## src/rtl/dfr_pkg.sv

```systemverilog
// Shared types and defaults for the DFR classifier datapath.
// ARGMAX_MAXVAL_EN adds the max_data output to dfr_argmax_classifier.
package dfr_pkg;
  localparam int RAM_RD_LATENCY = 1;
  localparam int DFR_ADDR_WIDTH = 32;
  localparam int DFR_DATA_WIDTH = 32;

  typedef enum logic [2:0] {
    IDLE,
    ROW_INIT,
    STREAM,
    DRAIN,
    WRITE,
    DONE
  } argmax_state_t;
endpackage

```

## src/rtl/dfr_argmax_cmp_unit.sv

```systemverilog
// Running signed maximum and its index over one Z row.
// max/idx show the result including the datum presented this cycle.
module argmax_cmp_unit
  import dfr_pkg::*;
#(
  parameter int DATA_WIDTH = DFR_DATA_WIDTH,
  parameter int ADDR_WIDTH = DFR_ADDR_WIDTH
) (
  input  logic                  clk,
  input  logic                  rst,
  input  logic                  clear,
  input  logic                  valid,
  input  logic [DATA_WIDTH-1:0] data,
  input  logic [ADDR_WIDTH-1:0] index,
  output logic [DATA_WIDTH-1:0] max,
  output logic [ADDR_WIDTH-1:0] idx
);
  logic                  has_q, has_d;
  logic [DATA_WIDTH-1:0] max_q, max_d;
  logic [ADDR_WIDTH-1:0] idx_q, idx_d;

  always_comb begin
    has_d = has_q;
    max_d = max_q;
    idx_d = idx_q;
    if (clear) begin
      has_d = 1'b0;
      max_d = '0;
      idx_d = '0;
    end else if (valid) begin
      // strict compare keeps the lowest index on ties
      if (!has_q || ($signed(data) > $signed(max_q))) begin
        has_d = 1'b1;
        max_d = data;
        idx_d = index;
      end
    end
  end

  always_ff @(posedge clk or posedge rst) begin
    if (rst) begin
      has_q <= 1'b0;
      max_q <= '0;
      idx_q <= '0;
    end else begin
      has_q <= has_d;
      max_q <= max_d;
      idx_q <= idx_d;
    end
  end

  assign max = max_d;
  assign idx = idx_d;
endmodule

```

## src/rtl/dfr_argmax_classifier.sv

```systemverilog
// Row-wise argmax over the Z product matrix, one class word per row.
// Define ARGMAX_MAXVAL_EN to expose the winning value on max_data.
module dfr_argmax_classifier
  import dfr_pkg::*;
#(
  parameter int ADDR_WIDTH = DFR_ADDR_WIDTH,
  parameter int DATA_WIDTH = DFR_DATA_WIDTH
) (
  input  logic                  clk,
  input  logic                  rst,
  input  logic                  start,
  input  logic [ADDR_WIDTH-1:0] z_rows,
  input  logic [ADDR_WIDTH-1:0] z_cols,
  input  logic [DATA_WIDTH-1:0] z_data,
  output logic [ADDR_WIDTH-1:0] z_addr,
  output logic [ADDR_WIDTH-1:0] class_addr,
  output logic [ADDR_WIDTH-1:0] class_data,
  output logic                  class_wen,
`ifdef ARGMAX_MAXVAL_EN
  output logic [DATA_WIDTH-1:0] max_data,
`endif
  output logic                  busy,
  output logic                  done
);
  argmax_state_t state_q, state_d;

  logic [ADDR_WIDTH-1:0] rows_q, rows_d;
  logic [ADDR_WIDTH-1:0] cols_q, cols_d;
  logic [ADDR_WIDTH-1:0] row_q, row_d;
  logic [ADDR_WIDTH-1:0] col_q, col_d;
  logic [ADDR_WIDTH-1:0] base_q, base_d;
  logic [ADDR_WIDTH-1:0] z_addr_q, z_addr_d;
  logic [ADDR_WIDTH-1:0] class_addr_q, class_addr_d;
  logic [ADDR_WIDTH-1:0] class_data_q, class_data_d;
  logic                  class_wen_q, class_wen_d;
  logic                  busy_q, busy_d;
  logic                  done_q, done_d;
  logic                  vld_q, vld_d;
  logic [ADDR_WIDTH-1:0] cidx_q, cidx_d;
  logic [DATA_WIDTH-1:0] max_data_q, max_data_d;

  logic                  cmp_clear;
  logic [DATA_WIDTH-1:0] cmp_max;
  logic [ADDR_WIDTH-1:0] cmp_idx;

  assign cmp_clear = (state_q == ROW_INIT);

  argmax_cmp_unit #(
    .DATA_WIDTH(DATA_WIDTH),
    .ADDR_WIDTH(ADDR_WIDTH)
  ) u_cmp (
    .clk  (clk),
    .rst  (rst),
    .clear(cmp_clear),
    .valid(vld_q),
    .data (z_data),
    .index(cidx_q),
    .max  (cmp_max),
    .idx  (cmp_idx)
  );

  always_comb begin
    state_d      = state_q;
    rows_d       = rows_q;
    cols_d       = cols_q;
    row_d        = row_q;
    col_d        = col_q;
    base_d       = base_q;
    z_addr_d     = z_addr_q;
    class_addr_d = class_addr_q;
    class_data_d = class_data_q;
    class_wen_d  = 1'b0;
    busy_d       = busy_q;
    done_d       = 1'b0;
    max_data_d   = max_data_q;
    // tags each issued address so the returning datum knows its column
    vld_d        = (state_q == STREAM);
    cidx_d       = col_q;
    unique case (state_q)
      IDLE: begin
        if (start) begin
          rows_d   = z_rows;
          cols_d   = z_cols;
          row_d    = '0;
          col_d    = '0;
          base_d   = '0;
          z_addr_d = '0;
          busy_d   = 1'b1;
          state_d  = ROW_INIT;
        end
      end
      ROW_INIT: begin
        if (row_q == rows_q || cols_q == '0) begin
          done_d  = 1'b1;
          busy_d  = 1'b0;
          state_d = DONE;
        end else begin
          z_addr_d = base_q;
          col_d    = '0;
          state_d  = STREAM;
        end
      end
      STREAM: begin
        if (col_q < cols_q - ADDR_WIDTH'(1)) begin
          z_addr_d = z_addr_q + ADDR_WIDTH'(1);
          col_d    = col_q + ADDR_WIDTH'(1);
        end else begin
          state_d = DRAIN;
        end
      end
      DRAIN: begin
        class_wen_d  = 1'b1;
        class_addr_d = row_q;
        class_data_d = cmp_idx;
        max_data_d   = cmp_max;
        state_d      = WRITE;
      end
      WRITE: begin
        base_d  = base_q + cols_q;
        row_d   = row_q + ADDR_WIDTH'(1);
        state_d = ROW_INIT;
      end
      DONE: begin
        state_d = IDLE;
      end
      default: state_d = IDLE;
    endcase
  end

  always_ff @(posedge clk or posedge rst) begin
    if (rst) begin
      state_q      <= IDLE;
      rows_q       <= '0;
      cols_q       <= '0;
      row_q        <= '0;
      col_q        <= '0;
      base_q       <= '0;
      z_addr_q     <= '0;
      class_addr_q <= '0;
      class_data_q <= '0;
      class_wen_q  <= 1'b0;
      busy_q       <= 1'b0;
      done_q       <= 1'b0;
      vld_q        <= 1'b0;
      cidx_q       <= '0;
      max_data_q   <= '0;
    end else begin
      state_q      <= state_d;
      rows_q       <= rows_d;
      cols_q       <= cols_d;
      row_q        <= row_d;
      col_q        <= col_d;
      base_q       <= base_d;
      z_addr_q     <= z_addr_d;
      class_addr_q <= class_addr_d;
      class_data_q <= class_data_d;
      class_wen_q  <= class_wen_d;
      busy_q       <= busy_d;
      done_q       <= done_d;
      vld_q        <= vld_d;
      cidx_q       <= cidx_d;
      max_data_q   <= max_data_d;
    end
  end

  assign z_addr     = z_addr_q;
  assign class_addr = class_addr_q;
  assign class_data = class_data_q;
  assign class_wen  = class_wen_q;
  assign busy       = busy_q;
  assign done       = done_q;
`ifdef ARGMAX_MAXVAL_EN
  assign max_data   = max_data_q;
`else
  logic unused_max;
  assign unused_max = ^max_data_q;
`endif
endmodule

```

## config.mk

```make
export PLATFORM = sky130hd
export DESIGN_NAME = dfr_argmax_classifier
export DESIGN_NICKNAME = d
export VERILOG_FILES = /design/src/rtl/dfr_pkg.sv /design/src/rtl/dfr_argmax_cmp_unit.sv /design/src/rtl/dfr_argmax_classifier.sv
export SDC_FILE = /design/constraint.sdc
export NUM_CORES = 1
export LEC_CHECK = 0
export ABC_CLOCK_PERIOD_IN_PS = 13000
export CAP_MARGIN = 40
export CORE_MARGIN = 2
export CORE_UTILIZATION = 57
export CTS_BUF_LIST = sky130_fd_sc_hd__clkbuf_16
export DETAILED_ROUTE_END_ITERATION = 7
export GPL_TIMING_DRIVEN = 1
export HOLD_SLACK_MARGIN = 0.12
export MAX_ROUTING_LAYER = met4
export PLACE_DENSITY_LB_ADDON = 0.25
export SYNTH_ARGS = -nofsm -noshare
export SYNTH_HDL_FRONTEND = slang
export SYNTH_SLANG_ARGS = --single-unit
```

## constraint.sdc

```tcl
create_clock -name clk -period 13 [get_ports clk]
set_input_delay 1.3 -clock clk [delete_from_list [all_inputs] [get_ports clk]]
set_output_delay 1.3 -clock clk [all_outputs]
set_load 0.01 [all_outputs]
```

==> results of run 1 <==
registers in the layout (all words and copies together) (netlist names):
signal / cells
base_q: 32
busy: 1
cidx_d: 32
cidx_q: 32
class_addr: 32
class_data: 32
class_wen: 1
cols_q: 32
done: 1
row_q: 32
rows_q: 32
state_q: 3
u_cmp.has_q: 1
u_cmp.idx_q: 32
u_cmp.max_q: 32
vld_q: 1
z_addr: 32
per-stage QoR:
stage	cells	cell area [um^2]	utilization (%)
after floorplan	1924	18500	-
after global placement	2444	20800	65.5
after detailed placement	2447	20800	65.6
after CTS	2516	22000	69.3
after global routing	2517	22000	69.3
final	2517	22000	69.3
metal layers:
metal	global-route usage (%)	part of all wire [%]
met2	44.0	48
met3	3.85	5.2
met1	36.0	44
met5	-	0
met4	9.82	3.1
kinds of logic (layout without fill, tap and decap cells):
logic type	after synthesis	after routing	synth area share, %
AND/OR/NAND/NOR	748	748	18.2
flip-flops	360	360	48.7
AO/OA/AOI/OAI	336	336	11.4
buffers and inverters	158	348	3.42
XOR/XNOR	115	115	5.45
multiplexers	108	108	6.06
adder cells (fa/ha/maj)	99	99	6.74
other	0	1	0
layout by cell type (no fill, tap or decap), types with 4 or more instances in the layout:
cell	Yosys	routed
o21a_1	10	10
clkdlybuf4s50_1	0	197
nand2b_1	9	9
o21ai_0	121	121
nand4_1	31	31
or4_1	8	8
or2_2	6	6
nor2_1	184	182
a31oi_1	11	11
a21o_1	32	32
xnor2_1	60	60
or3_1	8	8
nor4b_1	9	8
a32oi_1	5	5
a21oi_1	61	61
mux2i_1	76	76
xor2_1	55	55
mux2_2	32	32
o21ai_1	4	4
nand3_1	48	48
inv_1	64	71
and4_1	6	6
and3_1	17	17
nand2_1	325	324
clkbuf_16	0	40
a22oi_1	14	14
nor3_1	40	39
a22o_1	4	4
dfrtp_1	360	360
nor4_1	36	36
ha_1	98	98
o211ai_1	8	8
o31ai_1	38	38
clkinv_1	0	9
clkinv_2	0	8
nor2b_1	10	10
buf_4	1	14
where the power goes:
group          internal, mW  total, mW  switching, mW
clock network         0.577       1.02          0.442
logic                 0.713       1.71           1.00
registers              1.38       1.64          0.263
critical path: cells and delay by family (launching register included):
kind                       cells  cell delay (ns)
buffers and inverters          3             0.83
AOI/OAI and AO/OA              8             1.90
and+or+nand+nor                7             1.40
DFF                            1             0.44
xor gates and xnor gates       1             0.14
adders and majority gates      1             0.27
area by class of cell:
class	count	share of cell area, %
inverters	64	1.13
diodes	1	0.0114
repair buffers	215	9.77
clock inverters	29	0.757
well taps	402	2.29
flip-flops and latches	360	41.0
multi-input cells	1406	40.5
clock buffers	40	4.55
worst paths after layout:
path / from / cells after the start / endpoint
max in group asynchronous: rst / 3 / row_q[29]
worst max-delay path: cols_q[2] / 20 / z_addr[17]
worst min register to register: class_data[4] / 2 / class_data[4]
worst max register to register: cols_q[2] / 20 / z_addr[17]
min in group asynchronous: rst / 2 / class_data[15]
worst min-delay path: class_data[4] / 2 / class_data[4]
==> flow_metrics.py, run 1 <==
metrics = {
    "floorplan": {
        "initial_core_util_pct": 58.3,
        "die_h_um": 184,
        "die_x_um": 184,
        "rows": 65,
        "dieArea_um2": 33900,
        "core_um2": 31700,
        "io_pins": 198,
    },
    "critical_path": {
        "path_class": "flop to flop",
        "required_ns": 13.41,
        "worstSetupEndpointType": "flop",
        "crit_fanout": 65,
        "cpMaxStageDelayCell": "a2111oi_0",
        "r2r_slack_ns": 7.85,
        "worstPathArrival_ns": 5.57,
        "cpPeakStageDelay_ns": 0.63,
        "cp_cell_sequence": "nor3_1 -> and3_1 -> nand2b_1 -> nor4_1 -> buf_4 -> nand4_1 -> nor2_1 -> xnor2_1 -> ha_1 -> a21o_1 -> a21oi_1 -> nor2b_1 -> o21ai_0 -> a21oi_1 -> a2111oi_0 -> buf_1 -> a31oi_4 -> buf_4 -> a221o_1 -> o21a_1",
        "start_kind": "flop",
    },
    "sta": {
        "hold_violations": 0,
        "setup_ws_ns": 7.85,
        "slew_headroom_pct": 34.6,
        "hold-worst-slack_ns": 0.477,
        "max_freq_ghz": 0.194,
        "slew_viol_final": 0,
        "min_period_over_period_pct": 39.6,
        "tightest_slew_ns": 0.981,
        "fin_setup_tns_ns": 0,
        "min_period_ns": 5.15,
        "finalClockSkew_ns": 0.0280,
        "rsz0062_at_grt": "false",
        "setup_violations": 0,
    },
    "final_layout": {
        "final_layout_size_suffix_gt1_share_pct": 5.77,
        "fill_cells": 2445,
        "area_delta_synth_final_pct": 18.9,
        "nNetsFinal": 2284,
        "multi_input_area_um2": 8900,
        "ff_latch_area_um2": 9010,
    },
    "outcome": {
        "outcome": "finished, final reports clean",
    },
    "placed_design": {
        "place_ws_ns": 7.96,
        "finalWeightedCongestion": 0.900,
        "hpwl_um": 31000,
        "place.port_buffers": 197,
    },
    "logic_synthesis": {
        "synth_area_leader_cell": "dfrtp_1",
        "synth.most_common_cell": "dfrtp_1",
        "syn-num-nets": 2122,
        "syn_inst": 1924,
        "ys_top_cells_by_area": "dfrtp_1, ha_1, nand2_1",
        "ys_ff_latch": 360,
        "yosysTopAreaCellShare_pct": 48.7,
        "yosysSeqAreaShare_pct": 48.7,
        "netlist_area_um2": 18500,
        "synth_commonest_cells": "dfrtp_1, nand2_1, nor2_1, o21ai_0, ha_1",
        "synth_edf_count": 0,
        "synth_cell_types": 62,
        "ys.flop_type": "dfrtp_1",
        "synthArstFlopShare_pct": 100,
        "syn_area_per_cell_um2": 9.61,
        "synth_warnings": 0,
    },
    "grt": {
        "antenna_found_initial": 1,
        "grt_pass1_vias": 14585,
        "grt_pass1_wl_um": 73100,
        "grt_start_max_net_pins": 180,
        "grt-ovfl-total": 0,
        "grt.total_usage_pct": 27.4,
    },
    "cts": {
        "cts_tree": "built",
        "cts_max_level": 2,
        "clockBufferDepth": 3,
        "cts_setup_buffers": 0,
        "clk_pin_slew_ns": 0.06,
        "postCtsHoldBufs": 0,
        "cts.sink_count": 360,
        "worstSkewPairLatency_ns": 0.54,
        "cts-root-buf": "clkbuf_16",
        "postCtsResizedCells": 0,
        "numCtsBuffers": 39,
    },
    "detailed_routing": {
        "drtIter0Drc": 1109,
        "wl_per_cell_um": 17.6,
        "vias_per_cell": 5.85,
        "drt_first_pass_iters": 5,
        "dr_total_vias": 14735,
        "ant_nets": 0,
        "drc_errors": 0,
        "drt-total-wl_um": 44300,
    },
    "pwr": {
        "peakVddDrop_uv": 146,
        "p_total_mw": 4.38,
        "powerDensity_nw_per_um2": 199,
        "power_leakage_nw": 10.2,
    },
    "flow_run": {
        "cap_viol_max_count": 0,
    },
    "hold_path": {
        "hold_path.class": "flop to flop",
    },
}
No activity file was read; power rests on OpenSTA's default activity.
==> run 2, diff against run 1 <==
--- a/config.mk
+++ b/config.mk
@@ -5,7 +5,7 @@
 export SDC_FILE = /design/constraint.sdc
 export NUM_CORES = 1
 export LEC_CHECK = 0
-export ABC_CLOCK_PERIOD_IN_PS = 13000
+export ABC_CLOCK_PERIOD_IN_PS = 4870
 export CAP_MARGIN = 40
 export CORE_MARGIN = 2
 export CORE_UTILIZATION = 57
==> constraint.sdc (replaced) <==
create_clock -name clk -period 4.87 [get_ports clk]
set_input_delay 0.487 -clock clk [delete_from_list [all_inputs] [get_ports clk]]
set_output_delay 0.487 -clock clk [all_outputs]
set_load 0.01 [all_outputs]
==> run 2 against run 1 <==
Net effect: critical endpoint is now cidx_d[18]; non-clock buffer count grew 10; combinational power increased to 2.7 times the previous value; design area grew 1.1%; via count up 1.0%; largest cell class is now multi-input gates; hold slack worse by 0.047 ns.
==> flow_metrics.py, run 2 (synthesis results as in run 1) <==
metrics = {
    "outcome": {
        "outcome": "finished, final reports clean",
    },
    "grt": {
        "grt_pass1_wl_um": 74400,
        "grt_pass1_vias": 14781,
        "grt.total_usage_pct": 27.9,
        "antenna_found_initial": 0,
        "grt_start_max_net_pins": 108,
        "grt-ovfl-total": 0,
    },
    "critical_path": {
        "crit_buf_inv": 1,
        "worstPathArrival_ns": 5.11,
        "cp_cell_sequence": "or4_4 -> or3_4 -> or4_1 -> or2_2 -> nor4_2 -> xnor2_1 -> ha_1 -> o211ai_1 -> a21oi_1 -> a2111oi_0 -> buf_4 -> a31oi_2 -> nor4b_1 -> xnor2_1 -> nor2_1",
        "cp_top_family": "simple AND/OR/NAND/NOR gates",
        "crit_fanout": 10,
        "worstSetupEndpointType": "flop",
        "cpMaxStageDelayCell": "or4_4",
        "cp_common_cell": "xnor2_1",
        "r2r_slack_ns": 0.15,
        "cpPeakStageDelay_ns": 0.54,
        "path_class": "flop to flop",
        "start_kind": "flop",
        "required_ns": 5.26,
    },
    "cts": {
        "cts-root-buf": "clkbuf_16",
        "cts.sink_count": 360,
        "clk_pin_slew_ns": 0.06,
        "worstSkewPairLatency_ns": 0.53,
        "numCtsBuffers": 39,
        "cts_max_level": 2,
        "cts_tree": "built",
        "postCtsHoldBufs": 0,
        "clockBufferDepth": 3,
    },
    "final_layout": {
        "multi_input_area_um2": 9010,
        "stdcell_count": 2525,
        "final_common_cell": "dfrtp_1",
        "ff_latch_area_um2": 9010,
        "area_delta_synth_final_pct": 20.2,
        "final_area_um2": 22200,
        "final_layout_size_suffix_gt1_share_pct": 6.83,
        "fill_cells": 2421,
        "layout_common_cells": "dfrtp_1, nand2_1, clkdlybuf4s50_1, nor2_1, o21ai_0",
        "n_antenna_cell": 0,
        "nNetsFinal": 2295,
    },
    "sta": {
        "min_period_ns": 4.72,
        "tightest_slew_ns": 0.881,
        "hold-worst-slack_ns": 0.430,
        "hold_violations": 0,
        "setup_violations": 0,
        "finalClockSkew_ns": 0.0241,
        "max_freq_ghz": 0.212,
        "rsz0062_at_grt": "true",
        "slew_headroom_pct": 41.3,
        "slew_viol_final": 0,
        "min_period_over_period_pct": 97.0,
    },
    "detailed_routing": {
        "drt-total-wl_um": 45100,
        "drtIter0Drc": 1150,
        "dr_total_vias": 14886,
        "ant_nets": 0,
        "drt_first_pass_iters": 5,
        "drc_errors": 0,
        "wl_per_cell_um": 17.9,
        "vias_per_cell": 5.90,
    },
    "placed_design": {
        "place_inst": 2454,
        "dpl-instance-area_um2": 20900,
        "place.port_buffers": 197,
        "finalWeightedCongestion": 0.940,
        "hpwl_um": 31200,
    },
    "floorplan": {
        "dieArea_um2": 33900,
        "die_h_um": 184,
        "rows": 65,
        "die_x_um": 184,
        "core_um2": 31700,
        "io_pins": 198,
        "initial_core_util_pct": 58.3,
    },
    "hold_path": {
        "hold_path.class": "primary input to async pin",
    },
    "flow_run": {
        "cap_viol_max_count": 0,
    },
    "pwr": {
        "powerDensity_nw_per_um2": 533,
        "peakVddDrop_uv": 318,
        "power_leakage_nw": 10.3,
    },
}
==> run 2: cell types whose count changed in the layout (fill, tap and decap cells not counted), moves of 4 or more <==
cell      change
nor4b_2       +4
clkinv_2      -5
nor4b_1       -5
nor4_1        -7
buf_4         +7
nor4_2        +7
buf_12        +4
==> run 2: report_power, final <==
part	switching (mW)	internal, mW	leakage, nW	total [mW]
sequential	0.707	3.68	4.85	4.39
clock	1.17	1.59	0.616	2.76
combinational	2.73	1.97	4.87	4.70
==> run 2: cell type report <==
class                           instances  share of cell area, %
Inverter                               64                   1.10
Clock buffer                           40                   4.50
Multi-Input combinational cell       1407                   40.6
Timing Repair Buffer                  225                   10.2
Sequential cell                       360                   40.5
Clock inverter                         27                  0.811
Tap cell                              402                   2.26
==> run 2: worst paths after layout <==
path | start | end | depth (start not counted)
worst max-delay path | cols_q[20] | cidx_d[18] | 15
worst min-delay path | rst | class_data[15] | 2
worst max register to register | cols_q[20] | cidx_d[18] | 15
worst min register to register | class_data[4] | class_data[4] | 2
max in group asynchronous | rst | z_addr[4] | 3
min in group clk | class_data[4] | class_data[4] | 2
==> run 2: layer usage <==
metal  vias up  global-route usage, %  share of wire, %
met4         0                   8.22               2.3
met1      7270                   36.9                44
met5         -                      -                 0
met2       492                   45.4                49
li1       7038                      -                 -
met3        86                   3.71               5.5
==> run 2: timing repair <==
item                                   4_1_cts  5_1_grt
endpoints found under the hold margin        0        0
cloned                                       0        1
pin swaps                                    0        2
setup buffers                                0        3
gates resized for setup                      2       14
setup endpoints to repair                    3       64
==> run 2: through the flow <==
step / power, mW / utilization, % / setup slack [ns] / TNS (ns)
2_1_floorplan: 7.57 / - / -0.443 / -159.58
3_3_place_gp: 8.82 / 65.8 / 0.231 / 0
5_1_grt: 12.7 / 70.1 / -0.0476 / -0.374
6_report: 11.8 / 70.1 / 0.147 / 0
4_1_cts: 11.9 / 69.7 / 0.0531 / 0
3_5_place_dp: 9.06 / 65.9 / 0.0576 / 0
==> run 3, diff against run 2 <==
--- a/config.mk
+++ b/config.mk
@@ -6,15 +6,17 @@
 export NUM_CORES = 1
 export LEC_CHECK = 0
 export ABC_CLOCK_PERIOD_IN_PS = 4870
-export CAP_MARGIN = 40
+export CAP_MARGIN = 5
 export CORE_MARGIN = 2
 export CORE_UTILIZATION = 57
 export CTS_BUF_LIST = sky130_fd_sc_hd__clkbuf_16
 export DETAILED_ROUTE_END_ITERATION = 7
+export GPL_ROUTABILITY_DRIVEN = 0
 export GPL_TIMING_DRIVEN = 1
 export HOLD_SLACK_MARGIN = 0.12
 export MAX_ROUTING_LAYER = met4
 export PLACE_DENSITY_LB_ADDON = 0.25
+export REMOVE_ABC_BUFFERS = 1
 export SYNTH_ARGS = -nofsm -noshare
 export SYNTH_HDL_FRONTEND = slang
 export SYNTH_SLANG_ARGS = --single-unit
==> run 3 against run 2 <==
Net effect: utilization down 0.19 points; final cell count is 0.16% higher; sequential share of layout area grew 0.11 points; clock skew rose by 0.0019 ns; non-clock buffer count is 2 higher.
==> flow_metrics.py, run 3 (synthesis results as in run 1) <==
metrics = {
    "outcome": {
        "outcome": "finished, final reports clean",
    },
    "critical_path": {
        "worstPathArrival_ns": 5.11,
        "r2r_slack_ns": 0.15,
        "cp-endpoint": "cidx_d[27]",
        "cpPeakStageDelay_ns": 0.55,
        "worstSetupEndpointType": "flop",
        "cp_num_cells": 16,
        "start_kind": "flop",
        "crit_fanout": 21,
        "required_ns": 5.25,
        "r2r_cells": 16,
        "crit_buf_inv": 2,
        "cp_common_cell": "xnor2_1",
        "path_class": "flop to flop",
        "timing.rr.end": "cidx_d[27]",
        "cp_cell_sequence": "or4_4 -> or3_4 -> or4_1 -> or2_2 -> nor4_2 -> xnor2_1 -> ha_1 -> o211ai_1 -> a21oi_1 -> a2111oi_0 -> buf_4 -> a31oi_4 -> buf_12 -> nor3_1 -> xnor2_1 -> nor2_1",
        "cp_top_family": "simple AND/OR/NAND/NOR gates",
        "cp-startpoint": "cols_q[20]",
        "cpMaxStageDelayCell": "or4_4",
        "r2r_start": "cols_q[20]",
    },
    "pwr": {
        "powerDensity_nw_per_um2": 537,
        "share_seq_of_total_power_pct": 37.0,
        "power_leakage_nw": 10.3,
        "clkPwrFrac_pct": 23.0,
        "switchingPower_mw": 4.67,
        "peakVddDrop_uv": 307,
        "switching_share_pct": 39.2,
        "cellInternalPower_mw": 7.23,
        "comb_power_share_pct": 40.0,
    },
    "grt": {
        "grt_start_max_net_pins": 143,
        "antenna_found_initial": 1,
        "grt-ovfl-total": 0,
        "grt_pass1_wl_um": 73400,
        "grt.total_usage_pct": 27.6,
        "grt_pass1_vias": 14740,
    },
    "final_layout": {
        "final_common_cell": "dfrtp_1",
        "layout_common_cells": "dfrtp_1, nand2_1, clkdlybuf4s50_1, nor2_1, o21ai_0",
        "ff_latch_area_um2": 9010,
        "fill_cells": 2436,
        "area_delta_synth_final_pct": 19.9,
        "nNetsFinal": 2296,
        "multi_input_area_um2": 8960,
        "final_layout_size_suffix_gt1_share_pct": 6.59,
    },
    "placed_design": {
        "place.port_buffers": 197,
        "place_ws_ns": 0.152,
        "hpwl_um": 31000,
    },
    "cts": {
        "clockBufferDepth": 3,
        "numCtsBuffers": 38,
        "cts_tree": "built",
        "postCtsHoldBufs": 0,
        "cts.sink_count": 360,
        "clk_pin_slew_ns": 0.06,
        "cts_max_level": 2,
        "worstSkewPairLatency_ns": 0.54,
        "cts-root-buf": "clkbuf_16",
    },
    "detailed_routing": {
        "drc_errors": 0,
        "drt-total-wl_um": 45400,
        "dr_total_vias": 14915,
        "ant_nets": 0,
        "vias_per_cell": 5.90,
        "wl_per_cell_um": 18.0,
        "drtIter0Drc": 1138,
        "drt_first_pass_iters": 5,
    },
    "sta": {
        "slew_headroom_pct": 20.6,
        "slew_viol_final": 0,
        "tightest_slew_ns": 1.19,
        "hold_violations": 0,
        "finalClockSkew_ns": 0.0260,
        "setup_ws_ns": 0.146,
        "max_freq_ghz": 0.212,
        "min_period_ns": 4.72,
        "setup_violations": 0,
        "min_period_over_period_pct": 97.0,
        "hold-worst-slack_ns": 0.472,
    },
    "floorplan": {
        "io_pins": 198,
        "die_x_um": 184,
        "die_h_um": 184,
        "dieArea_um2": 33900,
        "initial_core_util_pct": 58.3,
        "rows": 65,
        "core_um2": 31700,
    },
    "flow_run": {
        "cap_viol_max_count": 0,
    },
    "hold_path": {
        "hold_path.class": "primary input to flop",
    },
}
[run 3: changes by cell type in the layout (fill, tap and decap cells not counted), moves of 2 or more]
| cell | before | now |
|---|---|---|
| buf_4 | 21 | 24 |
| clkinv_2 | 3 | 5 |
| nor4_1 | 29 | 34 |
| nor4_2 | 7 | 2 |
| nor4b_1 | 3 | 5 |
[run 3: how the worst min path moves through the flow]
stage	slack, ns	cells past startpoint	startpoint	to
2_1_floorplan	0.40	0	cidx_d[31]	cidx_q[31]
3_3_place_gp	0.46	2	class_data[18]	class_data[18]
3_5_place_dp	0.47	2	class_data[24]	class_data[24]
4_1_cts	0.47	3	z_rows[20]	rows_q[20]
5_1_grt	0.48	3	z_rows[13]	rows_q[13]
6_report	0.47	3	z_rows[20]	rows_q[20]
[run 3: worst register-to-register path, cell delays in order, from the launching register on]
cell       delay [ns]
dfrtp_1          0.44
or4_4            0.55
or3_4            0.36
or4_1            0.46
or2_2            0.34
nor4_2           0.19
xnor2_1          0.18
ha_1             0.29
o211ai_1         0.11
a21oi_1          0.06
a2111oi_0        0.40
buf_4            0.23
a31oi_4          0.23
buf_12           0.27
nor3_1           0.25
xnor2_1          0.15
nor2_1           0.06
[run 3: per-stage QoR]
stage	total power [mW]	instances	utilization (%)	area, um^2	setup TNS, ns
6_report	11.9	2529	69.9	22200	0
4_1_cts	11.8	2523	69.6	22100	0
3_3_place_gp	8.88	2455	65.9	20900	0
5_1_grt	12.7	2529	69.9	22200	-0.194
3_5_place_dp	9.07	2455	65.9	20900	0
2_1_floorplan	7.57	1830	-	18100	-2432.38
[run 3: area by class of cell]
type / instances / area share, %
well taps: 402 / 2.27
repair buffers: 227 / 10.3
clock inverters: 29 / 0.886
inverters: 64 / 1.12
multi-input cells: 1407 / 40.4
flip-flops and latches: 360 / 40.6
diodes: 1 / 0.0113
clock buffers: 39 / 4.40
[run 3: per-layer routing]
metal | routed length, um | share of wire, % | track usage [%]
met1 | 19800 | 44 | 36.0
met2 | 21600 | 47 | 44.5
met3 | 2800 | 6.2 | 4.37
met4 | 1280 | 2.8 | 9.22
met5 | 0 | 0 | -
[run 3: power by group through the flow]
stage / combinational [mW] / clock, mW / sequential [mW]
floorplan: 3.28 / 0 / 4.29
global placement: 4.49 / 0 / 4.39
detailed placement: 4.65 / 0 / 4.43
CTS: 4.68 / 2.78 / 4.38
global route: 5.31 / 2.93 / 4.49
finish: 4.76 / 2.74 / 4.40
[run 3: what timing repair did]
| action | CTS | global route |
|---|---|---|
| resized for setup | 0 | 7 |
| endpoints found under the setup margin | 0 | 55 |
| setup buffers | 0 | 3 |
